[config.mk]
export PLATFORM = sky130hd
export DESIGN_NAME = fetch_unit
export DESIGN_NICKNAME = d
export VERILOG_FILES = /design/src/rtl/fetch_pkg.sv /design/src/rtl/fetch_fifo.sv /design/src/rtl/fetch_unit.sv
export SDC_FILE = /design/constraint.sdc
export NUM_CORES = 1
export LEC_CHECK = 0
export CAP_MARGIN = 15
export CORE_UTILIZATION = 30
export DETAILED_ROUTE_END_ITERATION = 10
export SETUP_SLACK_MARGIN = 0.15
export SYNTH_ARGS = -nofsm -noshare
export SYNTH_HDL_FRONTEND = slang
export SYNTH_SLANG_ARGS = --single-unit
[constraint.sdc]
create_clock -name clock -period 4.3 [get_ports clock]
set_clock_uncertainty 0.2 [all_clocks]
set_input_delay 0.86 -clock clock [delete_from_list [all_inputs] [get_ports clock]]
set_output_delay 0.86 -clock clock [all_outputs]
set_load 0.01 [all_outputs]
[src/rtl/fetch_pkg.sv]
// Shared types and constants for the instruction fetch stage.
package fetch_pkg;
  localparam int ADDR_W = 8;
  localparam int DATA_W = 8;
  localparam logic [ADDR_W-1:0] RESET_PC_DEFAULT = 8'h00;

  typedef struct packed {
    logic [ADDR_W-1:0] pc;
    logic [DATA_W-1:0] data;
  } fetch_entry_t;
endpackage

[src/rtl/fetch_fifo.sv]
// Prefetch FIFO holding fetched bytes with their source addresses.
module fetch_fifo
  import fetch_pkg::*;
#(
  parameter  int DEPTH = 2,
  localparam int PTR_W = $clog2(DEPTH),
  localparam int CNT_W = PTR_W + 1
) (
  input  logic             clock,
  input  logic             reset_n,
  input  logic             flush,
  input  logic             push,
  input  fetch_entry_t     push_entry,
  input  logic             pop,
  output fetch_entry_t     head_entry,
  output logic [CNT_W-1:0] count
);
  fetch_entry_t     storage [DEPTH];
  logic [PTR_W-1:0] wr_ptr;
  logic [PTR_W-1:0] rd_ptr;
  logic             do_pop;

  assign do_pop = pop & (count != '0);

  always_ff @(posedge clock or negedge reset_n) begin
    if (!reset_n) begin
      wr_ptr <= '0;
      rd_ptr <= '0;
      count  <= '0;
    end else if (flush) begin
      wr_ptr <= '0;
      rd_ptr <= '0;
      count  <= '0;
    end else begin
      if (push)   wr_ptr <= wr_ptr + PTR_W'(1);
      if (do_pop) rd_ptr <= rd_ptr + PTR_W'(1);
      count <= count + CNT_W'(push) - CNT_W'(do_pop);
    end
  end

  always_ff @(posedge clock) begin
    if (push && !flush) storage[wr_ptr] <= push_entry;
  end

  // Empty FIFO presents zeros so stale storage never leaks to decode.
  assign head_entry = (count != '0) ? storage[rd_ptr] : '0;

  a_no_overflow: assert property (@(posedge clock) disable iff (!reset_n)
    (push && !flush) |-> ((count < CNT_W'(DEPTH)) || do_pop));
endmodule

[src/rtl/fetch_unit.sv]
// Instruction fetch: PC, credit-based issue to a 1-cycle-latency memory,
// prefetch buffering and branch redirect.
module fetch_unit
  import fetch_pkg::*;
#(
  parameter int               DEPTH    = 2,
  parameter logic [ADDR_W-1:0] RESET_PC = RESET_PC_DEFAULT
) (
  input  logic              clock,
  input  logic              reset_n,
  input  logic              mem_grant,
  output logic [ADDR_W-1:0] mem_address,
  input  logic [DATA_W-1:0] mem_out_bus,
  input  logic              redirect,
  input  logic [ADDR_W-1:0] redirect_pc,
  output logic              instr_valid,
  input  logic              instr_ready,
  output logic [DATA_W-1:0] instr_data,
  output logic [ADDR_W-1:0] instr_pc
);
  localparam int CNT_W = $clog2(DEPTH) + 1;

  logic [ADDR_W-1:0] pc;
  logic [ADDR_W-1:0] issued_pc;
  logic              inflight;
  logic [CNT_W-1:0]  count;
  logic [CNT_W:0]    occupancy;
  logic              pop;
  logic              issue;
  logic              push;
  fetch_entry_t      push_entry;
  fetch_entry_t      head_entry;

  assign pop = instr_valid & instr_ready;

  // Slots already promised: buffered + returning next cycle, minus the one leaving.
  assign occupancy = {1'b0, count} + (CNT_W+1)'(inflight) - (CNT_W+1)'(pop);
  assign issue     = mem_grant & ~redirect & (occupancy < (CNT_W+1)'(DEPTH));
  assign push      = inflight & ~redirect;

  always_ff @(posedge clock or negedge reset_n) begin
    if (!reset_n) begin
      pc       <= RESET_PC;
      inflight <= 1'b0;
    end else if (redirect) begin
      pc       <= redirect_pc;
      inflight <= 1'b0;
    end else begin
      inflight <= issue;
      if (issue) pc <= pc + ADDR_W'(1);
    end
  end

  always_ff @(posedge clock) begin
    if (issue) issued_pc <= pc;
  end

  assign push_entry = '{pc: issued_pc, data: mem_out_bus};

  fetch_fifo #(.DEPTH(DEPTH)) u_fifo (
    .clock      (clock),
    .reset_n    (reset_n),
    .flush      (redirect),
    .push       (push),
    .push_entry (push_entry),
    .pop        (pop),
    .head_entry (head_entry),
    .count      (count)
  );

  assign mem_address = pc;
  assign instr_valid = (count != '0);
  assign instr_data  = head_entry.data;
  assign instr_pc    = head_entry.pc;
endmodule

==> results.yml <==
run_status:
  outcome: "completed"
drt:
  vias: 1315
  routed_wl_um: 3782
  wl_per_cell_um: 12.69
  detail-route-antenna-nets: 0
  drtPass1Iterations: 4
  drc: 0
  drt-initial-drc-count: 54
  avgViaCountPerCell: 4.413
timing:
  max_slew.worst_pin.slew_ns: 0.9499
  relSlewSlack_pct: 36.67
  setup_viol_count_final: 0
  grt_setup_unrepaired: "no"
  period_share_pct: 80.34
  min_period_ns: 3.455
  timing.fmax_ghz: 0.2895
  maxSlewViolCount: 0
  finalSetupTns_ns: 0
  hold_viol_final: 0
power_and_ir_drop:
  peakVddDrop_mv: 0.1683
  clkPwrFrac_pct: 15.9
  power_density_mw_per_mm2: 568.2
  combPwrFrac_pct: 37.3
  p_leak_uw: 0.0009882
  p_int_uw: 1091
  seq_power_share_pct: 46.7
  switchingPower_uw: 519.0
  swShare_pct: 32.23
clock_tree:
  cts_setup_buffers: 0
  cts.sinks: 53
  clkLatencyLatePin_ns: 0.30
  clockRootBuffer: "clkbuf_8"
  clk_pin_slew_ns: 0.09
  cts_resized: 0
  cts_inserted_buffers: 5
  ctsHoldBuffers: 0
  h-tree-depth: 2
  tritoncts: "built"
  cts_max_path_buffers: 2
worst_setup_path:
  critPathKind: "in2reg"
  crit_chain: "clkdlybuf4s50_1, nor2b_1, ha_1, inv_1, nand2_1, fa_1, xor2_1, or3_1, inv_1, mux2i_1, o21ai_1"
  worst_path_largest_cell_delay_ns: 0.44
  critPathMostFrequentCell: "inv_1"
  critPathRequiredTime_ns: 4.29
  path_max_fanout: 9
  rrSetupSlack_ns: 1.13
  rr_startpoint: "u_fifo.count[1]"
  crit_start: "instr_ready"
  cp_slowest_cell: "clkdlybuf4s50_1"
  rr_endpoint: "mem_address[1]"
  cp-start-kind: "input port"
  crit_path_end_kind: "register"
  reg2reg_depth: 12
  cp.arrival_ns: 3.44
yosys:
  synthArstFlopShare_pct: 24.53
  synth_fp_nets: 178
  synthesis.instances: 152
  yosysSeqAreaShare_pct: 69.87
  avgSynthCellArea_um2: 14.37
  synth-seq-cells: 53
  yosysWarnings: 0
  synth-main-ff-cell: "edfxtp_1"
  synth_edf_count: 40
  yosysUniqueCellTypes: 28
  synth_top_area_share_pct: 54.98
  synth.area.top_cells: "edfxtp_1 (55%), dfrtp_1 (15%), mux2i_1 (7.8%)"
  yosysTopAreaCell: "edfxtp_1"
  netlist_area_mm2: 0.002185
cells_and_area:
  area_delta_synth_final_pct: 29.73
  layout_commonest_cell: "clkdlybuf4s50_1"
  final_cell_mix: "clkdlybuf4s50_1 (45), edfxtp_1 (40), nor2_1 (22)"
  nets: 228
  stdcell_area_mm2: 0.002834
  layout-drive-gt1-share_pct: 5.941
  n_fill_cell: 677
  n_antenna_cell: 0
  fin_util_pct: 41.03
min_path:
  hold_path_class: "reg2reg"
  holdPathStages: 0
  min-delay-start: "issued_pc[1]"
  whs_endpoint: "u_fifo.storage[1][9]"
global_routing:
  antenna_found_initial: 0
  grt.overflow.total: 0
  grt_max_degree: 19
  grt_pass1_vias: 1320
  grt_pass1_wl_um: 6389
  grt_use_total_pct: 11.09
placed_design:
  place_area_mm2: 0.002754
  gp_congestion: 0.8110
  io_buffers: 45
  hpwl_um: 2588
floorplanning:
  coreArea_mm2: 0.006907
  io_pins: 46
  die_w_um: 87.34
  die_h_um: 87.34
  dieArea_mm2: 0.007627
  start_util_pct: 31.63
  placementRows: 30
run:
  max_cap_violations: 0
## power by group through the flow
stage               sequential, uW  combinational [uW]  clock, uW
floorplan                      728                 357          0
global placement               764                 603          0
detailed placement             767                 613          0
CTS                            756                 617        272
global route                   768                 668        292
finish                         753                 601        257
## Yosys cell counts, types with 2 or more instances
library cell and instances:
a21oi_1 2, o311ai_1 4, ha_1 4, nand3_1 2, dfrtp_1 13, nor2_1 22
edfxtp_1 40, clkbuf_1 4, nand2_1 10, a221o_1 2, o311ai_0 4, inv_1 8
mux2i_1 17, nor2b_1 4, xnor2_1 3
## worst max-delay path, delay by kind of cell
family          cells  cell delay [ns]
fa+ha+maj           2             0.63
mux                 1             0.23
xor+xnor            1             0.20
buf+inv             3             0.80
compound gates      1             0.07
simple gates        3             0.64
## layer usage
metal | vias up | share of wire [%] | GRT usage, %
li1 | 651 | - | -
met2 | 45 | 44 | 16.83
met5 | - | 0 | 0
met4 | 0 | 1.6 | 4.024
met1 | 612 | 49 | 14.81
met3 | 7 | 5.2 | 3.602
## worst max path at each step
stage | end | slack, ns | cells after the start
after global placement | mem_address[1] | 0.55 | 11
after CTS | mem_address[1] | 0.79 | 11
after floorplan | mem_address[1] | 1.02 | 11
final | mem_address[1] | 0.85 | 11
after detailed placement | mem_address[1] | 0.46 | 11
after global routing | mem_address[1] | 0.66 | 11
## metrics by stage
step	hold slack (ns)	std cells	total power, uW	worst slack, ns
floorplan	0.2215	152	1085	1.017
global placement	0.2261	291	1367	0.5521
CTS	0.2492	298	1645	0.7939
finish	0.2463	298	1610	0.8454
global route	0.2723	298	1728	0.6566
detailed placement	0.2321	291	1381	0.4620
## state kept, by name, summed over array words and instances, names as in the netlist
register,flops
u_fifo.rd_ptr,1
inflight,1
mem_address,8
u_fifo.count,2
u_fifo.storage,32
u_fifo.wr_ptr,1
issued_pc,8
## kinds of logic (layout without fill, tap and decap cells)
group           after synthesis  count (layout)  synth area share (%)
compound gates               15              15                 5.440
xor+xnor                      4               4                 1.604
fa+ha+maj                     5               5                 3.207
buf+inv                      14              64                 2.806
flops                        53              53                 69.87
mux                          17              17                 7.789
simple gates                 44              44                 9.279
## final cells by class
type / count / area (um^2) / area share [%]
clock inverter: 2 / 11.26 / 0.3974
sequential: 53 / 1526 / 53.86
multi-input combinational: 85 / 596.8 / 21.06
clock buffer: 5 / 68.82 / 2.428
tap: 96 / 120.1 / 4.238
timing repair buffer: 49 / 480.5 / 16.95
inverter: 8 / 30.03 / 1.060
No activity file was read; power rests on OpenSTA's default activity.
